<file path="config.mk">
export PLATFORM = sky130hd
export DESIGN_NAME = bcd_operand_sequencer_flat
export DESIGN_NICKNAME = d
export VERILOG_FILES = /design/src/rtl/bcd_operand_sequencer_if.sv /design/src/rtl/bcd_operand_sequencer.sv /design/src/flat_wrapper.sv
export SDC_FILE = /design/constraint.sdc
export NUM_CORES = 1
export LEC_CHECK = 0
export ABC_CLOCK_PERIOD_IN_PS = 2300
export CORE_AREA = 2 2 80 82
export CTS_CLUSTER_DIAMETER = 60
export CTS_CLUSTER_SIZE = 20
export DETAILED_ROUTE_END_ITERATION = 8
export DIE_AREA = 0 0 82 84
export RECOVER_POWER = 50
export SYNTH_ARGS = -nofsm -noshare
export SYNTH_HDL_FRONTEND = slang
export SYNTH_SLANG_ARGS = --single-unit
</file>
<file path="constraint.sdc">
create_clock -name clk -period 2.3 [get_ports clk]
set_clock_uncertainty 0.15 [all_clocks]
set_input_delay 0.46 -clock clk [delete_from_list [all_inputs] [get_ports clk]]
set_output_delay 0.46 -clock clk [all_outputs]
set_load 0.05 [all_outputs]
</file>
<file path="src/rtl/bcd_operand_sequencer_if.sv">
// rtl/bcd_operand_sequencer_if.sv - key/result/operand signal bundle for the BCD operand sequencer
interface bcd_operand_sequencer_if;
    logic       key_valid;
    logic [3:0] key_code;
    logic [3:0] res_10;
    logic [3:0] res_1;
    logic       res_flag;
    logic [3:0] op_a_10;
    logic [3:0] op_a_1;
    logic [3:0] op_b_10;
    logic [3:0] op_b_1;
    logic       operator;
    logic       operands_valid;
    logic [3:0] result_10;
    logic [3:0] result_1;
    logic       result_err;
    logic       key_err;
    logic [1:0] state;

    // master: keypad plus arithmetic stage; slave: the sequencer
    modport master (
        output key_valid, key_code, res_10, res_1, res_flag,
        input  op_a_10, op_a_1, op_b_10, op_b_1, operator, operands_valid,
        input  result_10, result_1, result_err, key_err, state
    );

    modport slave (
        input  key_valid, key_code, res_10, res_1, res_flag,
        output op_a_10, op_a_1, op_b_10, op_b_1, operator, operands_valid,
        output result_10, result_1, result_err, key_err, state
    );
endinterface

</file>
<file path="src/rtl/bcd_operand_sequencer.sv">
// rtl/bcd_operand_sequencer.sv - keypad-driven two-digit BCD operand entry and result latch
module bcd_operand_sequencer (
    input  logic                      clk,
    input  logic                      reset,
    bcd_operand_sequencer_if.slave    bus
);
    typedef enum logic [1:0] {
        ST_ENTER_A = 2'b00,
        ST_ENTER_B = 2'b01,
        ST_WAIT    = 2'b10,
        ST_DONE    = 2'b11
    } state_t;

    state_t     state_q, state_d;
    logic [3:0] op_a_10_q, op_a_10_d;
    logic [3:0] op_a_1_q, op_a_1_d;
    logic [3:0] op_b_10_q, op_b_10_d;
    logic [3:0] op_b_1_q, op_b_1_d;
    logic [1:0] a_cnt_q, a_cnt_d;
    logic [1:0] b_cnt_q, b_cnt_d;
    logic       operator_q, operator_d;
    logic [3:0] result_10_q, result_10_d;
    logic [3:0] result_1_q, result_1_d;
    logic       result_err_q, result_err_d;
    logic       key_err_q, key_err_d;

    logic is_digit, is_op, is_eq, is_clr;

    always_comb begin
        is_digit = bus.key_valid && (bus.key_code <= 4'd9);
        is_op    = bus.key_valid && ((bus.key_code == 4'hA) || (bus.key_code == 4'hB));
        is_eq    = bus.key_valid && (bus.key_code == 4'hC);
        is_clr   = bus.key_valid && (bus.key_code == 4'hD);
    end

    always_ff @(posedge clk) begin
        if (reset) begin
            state_q      <= ST_ENTER_A;
            op_a_10_q    <= 4'd0;
            op_a_1_q     <= 4'd0;
            op_b_10_q    <= 4'd0;
            op_b_1_q     <= 4'd0;
            a_cnt_q      <= 2'd0;
            b_cnt_q      <= 2'd0;
            operator_q   <= 1'b0;
            result_10_q  <= 4'd0;
            result_1_q   <= 4'd0;
            result_err_q <= 1'b0;
            key_err_q    <= 1'b0;
        end else begin
            state_q      <= state_d;
            op_a_10_q    <= op_a_10_d;
            op_a_1_q     <= op_a_1_d;
            op_b_10_q    <= op_b_10_d;
            op_b_1_q     <= op_b_1_d;
            a_cnt_q      <= a_cnt_d;
            b_cnt_q      <= b_cnt_d;
            operator_q   <= operator_d;
            result_10_q  <= result_10_d;
            result_1_q   <= result_1_d;
            result_err_q <= result_err_d;
            key_err_q    <= key_err_d;
        end
    end

    always_comb begin
        state_d      = state_q;
        op_a_10_d    = op_a_10_q;
        op_a_1_d     = op_a_1_q;
        op_b_10_d    = op_b_10_q;
        op_b_1_d     = op_b_1_q;
        a_cnt_d      = a_cnt_q;
        b_cnt_d      = b_cnt_q;
        operator_d   = operator_q;
        result_10_d  = result_10_q;
        result_1_d   = result_1_q;
        result_err_d = result_err_q;
        key_err_d    = 1'b0;

        case (state_q)
            ST_ENTER_A: begin
                if (is_digit) begin
                    if (a_cnt_q < 2'd2) begin
                        op_a_10_d = op_a_1_q;
                        op_a_1_d  = bus.key_code;
                        a_cnt_d   = a_cnt_q + 2'd1;
                    end else begin
                        key_err_d = 1'b1;
                    end
                end else if (is_op) begin
                    operator_d = bus.key_code[0];
                    op_b_10_d  = 4'd0;
                    op_b_1_d   = 4'd0;
                    b_cnt_d    = 2'd0;
                    state_d    = ST_ENTER_B;
                end else if (bus.key_valid && !is_clr) begin
                    key_err_d = 1'b1;
                end
            end
            ST_ENTER_B: begin
                if (is_digit) begin
                    if (b_cnt_q < 2'd2) begin
                        op_b_10_d = op_b_1_q;
                        op_b_1_d  = bus.key_code;
                        b_cnt_d   = b_cnt_q + 2'd1;
                    end else begin
                        key_err_d = 1'b1;
                    end
                end else if (is_op) begin
                    operator_d = bus.key_code[0];
                end else if (is_eq) begin
                    state_d = ST_WAIT;
                end else if (bus.key_valid && !is_clr) begin
                    key_err_d = 1'b1;
                end
            end
            ST_WAIT: begin
                // the arithmetic stage has had one full cycle to settle on the held operands
                result_10_d  = bus.res_10;
                result_1_d   = bus.res_1;
                result_err_d = bus.res_flag;
                state_d      = ST_DONE;
                if (bus.key_valid && !is_clr) begin
                    key_err_d = 1'b1;
                end
            end
            ST_DONE: begin
                if (is_digit) begin
                    op_a_10_d  = 4'd0;
                    op_a_1_d   = bus.key_code;
                    a_cnt_d    = 2'd1;
                    op_b_10_d  = 4'd0;
                    op_b_1_d   = 4'd0;
                    b_cnt_d    = 2'd0;
                    operator_d = 1'b0;
                    state_d    = ST_ENTER_A;
                end else if (is_op) begin
                    if (result_err_q) begin
                        key_err_d = 1'b1;
                    end else begin
                        op_a_10_d  = result_10_q;
                        op_a_1_d   = result_1_q;
                        a_cnt_d    = 2'd2;
                        op_b_10_d  = 4'd0;
                        op_b_1_d   = 4'd0;
                        b_cnt_d    = 2'd0;
                        operator_d = bus.key_code[0];
                        state_d    = ST_ENTER_B;
                    end
                end else if (bus.key_valid && !is_clr) begin
                    key_err_d = 1'b1;
                end
            end
            default: state_d = ST_ENTER_A;
        endcase

        // clear overrides everything, including a pending WAIT capture
        if (is_clr) begin
            state_d      = ST_ENTER_A;
            op_a_10_d    = 4'd0;
            op_a_1_d     = 4'd0;
            op_b_10_d    = 4'd0;
            op_b_1_d     = 4'd0;
            a_cnt_d      = 2'd0;
            b_cnt_d      = 2'd0;
            operator_d   = 1'b0;
            result_10_d  = 4'd0;
            result_1_d   = 4'd0;
            result_err_d = 1'b0;
            key_err_d    = 1'b0;
        end
    end

    assign bus.op_a_10        = op_a_10_q;
    assign bus.op_a_1         = op_a_1_q;
    assign bus.op_b_10        = op_b_10_q;
    assign bus.op_b_1         = op_b_1_q;
    assign bus.operator       = operator_q;
    assign bus.operands_valid = state_q[1];
    assign bus.result_10      = result_10_q;
    assign bus.result_1       = result_1_q;
    assign bus.result_err     = result_err_q;
    assign bus.key_err        = key_err_q;
    assign bus.state          = state_q;
endmodule

</file>
<file path="src/flat_wrapper.sv">
// flat-port wrapper written by rule: the top's interface ports become plain ports
module bcd_operand_sequencer_flat 
  (clk, reset, bus_key_valid, bus_key_code, bus_res_10, bus_res_1, bus_res_flag, bus_op_a_10, bus_op_a_1, bus_op_b_10, bus_op_b_1, bus_operator, bus_operands_valid, bus_result_10, bus_result_1, bus_result_err, bus_key_err, bus_state);
  bcd_operand_sequencer_if bus_i ();
  input  logic clk;
  input  logic reset;
  input wire logic [$bits(bus_i.key_valid)-1:0] bus_key_valid;
  input wire logic [$bits(bus_i.key_code)-1:0] bus_key_code;
  input wire logic [$bits(bus_i.res_10)-1:0] bus_res_10;
  input wire logic [$bits(bus_i.res_1)-1:0] bus_res_1;
  input wire logic [$bits(bus_i.res_flag)-1:0] bus_res_flag;
  output wire logic [$bits(bus_i.op_a_10)-1:0] bus_op_a_10;
  output wire logic [$bits(bus_i.op_a_1)-1:0] bus_op_a_1;
  output wire logic [$bits(bus_i.op_b_10)-1:0] bus_op_b_10;
  output wire logic [$bits(bus_i.op_b_1)-1:0] bus_op_b_1;
  output wire logic [$bits(bus_i.operator)-1:0] bus_operator;
  output wire logic [$bits(bus_i.operands_valid)-1:0] bus_operands_valid;
  output wire logic [$bits(bus_i.result_10)-1:0] bus_result_10;
  output wire logic [$bits(bus_i.result_1)-1:0] bus_result_1;
  output wire logic [$bits(bus_i.result_err)-1:0] bus_result_err;
  output wire logic [$bits(bus_i.key_err)-1:0] bus_key_err;
  output wire logic [$bits(bus_i.state)-1:0] bus_state;
  assign bus_i.key_valid = bus_key_valid;
  assign bus_i.key_code = bus_key_code;
  assign bus_i.res_10 = bus_res_10;
  assign bus_i.res_1 = bus_res_1;
  assign bus_i.res_flag = bus_res_flag;
  assign bus_op_a_10 = bus_i.op_a_10;
  assign bus_op_a_1 = bus_i.op_a_1;
  assign bus_op_b_10 = bus_i.op_b_10;
  assign bus_op_b_1 = bus_i.op_b_1;
  assign bus_operator = bus_i.operator;
  assign bus_operands_valid = bus_i.operands_valid;
  assign bus_result_10 = bus_i.result_10;
  assign bus_result_1 = bus_i.result_1;
  assign bus_result_err = bus_i.result_err;
  assign bus_key_err = bus_i.key_err;
  assign bus_state = bus_i.state;
  bcd_operand_sequencer u_core (.clk(clk), .reset(reset), .bus(bus_i));
endmodule
</file>
==> reports/metrics.yaml <==
power:
  total_leakage_power_nw: 0.956
  ir_drop_mv: 0.444
  fin_total_pwr_w: 0.00255
  power.internal_w: 0.00142
  p_comb_share_pct: 53.3
  swShare_pct: 44.6
  p_clk_share_pct: 16.6
  switchingPower_w: 0.00114
  pwr-share-seq_pct: 30.1
  powerDensity_nw_per_um2: 1010
worst_hold_path:
  hp-class: "flip-flop to flip-flop"
worst_setup_path:
  worstPathRequired_ps: 2340
  crit_path_end_kind: "flip-flop"
  cp_max_fo: 5
  cp-start-kind: "input port"
  r2r_slack_ps: 220
  crit_arrival_ps: 2190
  crit_type: "input port to flip-flop"
cts:
  clockBufferDepth: 2
  cts.repair.resized: 0
  clkSlewWorstSetupHoldPaths_ps: 70
  clock_latency_ps: 280
  htreeDepth: 2
  clockRootBuffer: "clkbuf_8"
  cts_tree: "built"
  hold_buffers: 0
  post_cts_buffers: 0
  numCtsBuffers: 5
  clock_sinks: 33
die:
  start_util_pct: 28.6
  core_area_sq_um: 6100
  die_w_um: 82
  num_rows: 29
  die_area_sq_um: 6890
  ios: 46
  die_y_um: 84
finish:
  regArea_sq_um: 663
  fin_util_pct: 41.4
  area_delta_synth_final_pct: 44.8
  drive_gt1_share_pct: 18.0
  final_net_count: 286
  nFillCells: 643
  diodes: 0
  final_area_sq_um: 2520
  multiInputGateArea_sq_um: 951
  mostFrequentLayoutCells: "buf_4 (31), dfxtp_1 (31), clkdlybuf4s50_1 (24), dlygate4sd3_1 (21), nand2_1 (20)"
grt:
  use_met2_pct: 23.1
  gr-total-overflow: 0
  grt_max_degree: 20
  use_met3_pct: 2.71
  met1_usage_pct: 20.3
  grt_pass1_wl_mm: 8.03
  gr-max-usage-layer: "met2"
  grt.total_usage_pct: 14.9
  grt_pass1_vias: 1685
  antenna_found_initial: 0
timing:
  drv_slew: 0
  setup_viol: 0
  final.min_clock_period_ps: 2150
  tightest_slew_ps: 513
  hold_violations: 0
  max_freq_mhz: 465
  relSlewSlack_pct: 65.7
  rsz0062_at_grt: "no"
  period_share_pct: 93.5
synth:
  seq_area_frac_synth_pct: 37.9
  async_flop_share_pct: 0
  ys.warnings.count: 0
  syn_nets: 218
  synthFlopType: "dfxtp_1"
  syn_area_per_cell_sq_um: 8.80
  ys_types: 44
  syn_inst: 198
  ys_ff_latch: 33
  syn_area_sq_um: 1740
  synth_edf_count: 0
route:
  wl_mm: 4.82
  drtPass1Iterations: 4
  drc_errors: 0
  dr_total_vias: 1756
  drtIter0Drc: 85
  wl_per_cell_um: 14.0
  vias_per_cell: 5.10
  ant_nets: 0
place:
  dpl-instance-area_sq_um: 2450
  port_buffers: 45
  gp_congestion: 0.864
  post-dp-hpwl_mm: 3.50
run:
  maxCapViolations: 0
outcome:
  outcome: "complete, no violations"
-- critical path, stage by stage --
cell             delay [ps]
clkdlybuf4s50_1         530
buf_4                   160
inv_1                    80
o41ai_1                 410
buf_4                   200
o2111ai_1                90
a221oi_1                240
-- cells by family (layout without fill, tap and decap cells) --
group,count (synthesis),count (layout),share of synthesized area (%)
DFF,33,33,37.9
adders and majority gates,4,4,2.87
and+or+nand+nor,58,58,17.9
muxes,13,13,7.47
buffers and inverters,26,95,7.47
AOI/OAI and AO/OA,64,64,26.4
-- routing by layer --
metal / vias to the layer above / wire length [um]
met5: - / 0
met4: 0 / 56
met3: 5 / 212
met2: 37 / 2290
met1: 824 / 2270
li1: 890 / -
-- power by group through the flow --
stage	clock, W	combinational (W)	sequential [W]
floorplan	0	0.000553	0.00111
global placement	0	0.00137	0.000784
detailed placement	0	0.00138	0.000785
CTS	0.000436	0.00139	0.000773
global route	0.000459	0.00147	0.000790
finish	0.000423	0.00136	0.000769
-- sequential cells by signal, summed over array words and instances, names as in the netlist --
name                   cells
u_core.bus.op_a_10         4
u_core.bus.op_a_1          4
u_core.bus.op_b_10         4
u_core.bus.op_b_1          4
u_core.bus.result_10       4
u_core.bus.result_1        4
u_core.a_cnt_q             2
u_core.b_cnt_q             2
u_core.bus.state           2
u_core.bus.key_err         1
u_core.bus.operator        1
u_core.bus.result_err      1
-- per-stage QoR --
| step | setup TNS (ps) | worst slack (ps) | hold WS [ps] | cells |
|---|---|---|---|---|
| 6_report | 0 | 150 | 313 | 344 |
| 3_5_place_dp | -1870 | -124 | 314 | 336 |
| 4_1_cts | 0 | 163 | 323 | 344 |
| 3_3_place_gp | -1130 | -106 | 307 | 336 |
| 5_1_grt | 0 | 24.4 | 343 | 344 |
| 2_1_floorplan | 0 | 175 | 296 | 198 |
-- cell type report --
class                           count  area share [%]
Clock buffer                        6            2.88
Clock inverter                      2           0.397
Inverter                            8            1.19
Multi-Input combinational cell    139            37.7
Sequential cell                    33            26.3
Tap cell                           77            3.82
Timing Repair Buffer               79            27.7
-- synthesized netlist by cell type (2+ instances only) --
| library cell | count | area share, % |
|---|---|---|
| a211oi_1 | 4 | 1.7 |
| a21oi_1 | 15 | 4.3 |
| a311oi_1 | 4 | 2.0 |
| a31oi_1 | 10 | 3.6 |
| and4b_1 | 2 | 1.1 |
| buf_2 | 5 | 1.4 |
| buf_6 | 3 | 1.9 |
| clkbuf_1 | 9 | 1.9 |
| dfxtp_1 | 33 | 38 |
| ha_1 | 4 | 2.9 |
| inv_1 | 7 | 1.5 |
| mux2i_1 | 13 | 7.5 |
| nand2_1 | 20 | 4.3 |
| nand2b_1 | 2 | 0.72 |
| nand3_1 | 2 | 0.57 |
| nor2_1 | 11 | 2.4 |
| nor3_1 | 2 | 0.57 |
| nor4_1 | 2 | 0.72 |
| o211ai_1 | 2 | 0.86 |
| o21ai_0 | 3 | 0.86 |
| o31ai_1 | 12 | 5.2 |
| o41ai_1 | 2 | 1.0 |
| or4_1 | 10 | 4.3 |
-- path summary, 6_finish.rpt --
| kind | from | end | cells after the start |
|---|---|---|---|
| setup / recovery | bus_key_valid | u_core.bus.state[0]$_SDFFE_PP0P_ | 7 |
| hold reg to reg | u_core.bus.operator$_SDFFE_PP0P_ | u_core.bus.operator$_SDFFE_PP0P_ | 2 |
| setup reg to reg | u_core.bus.state[1]$_SDFFE_PP0P_ | u_core.b_cnt_q[1]$_SDFFE_PP0P_ | 7 |
| hold / removal | u_core.bus.operator$_SDFFE_PP0P_ | u_core.bus.operator$_SDFFE_PP0P_ | 2 |
No activity file was read; power rests on OpenSTA's default activity.
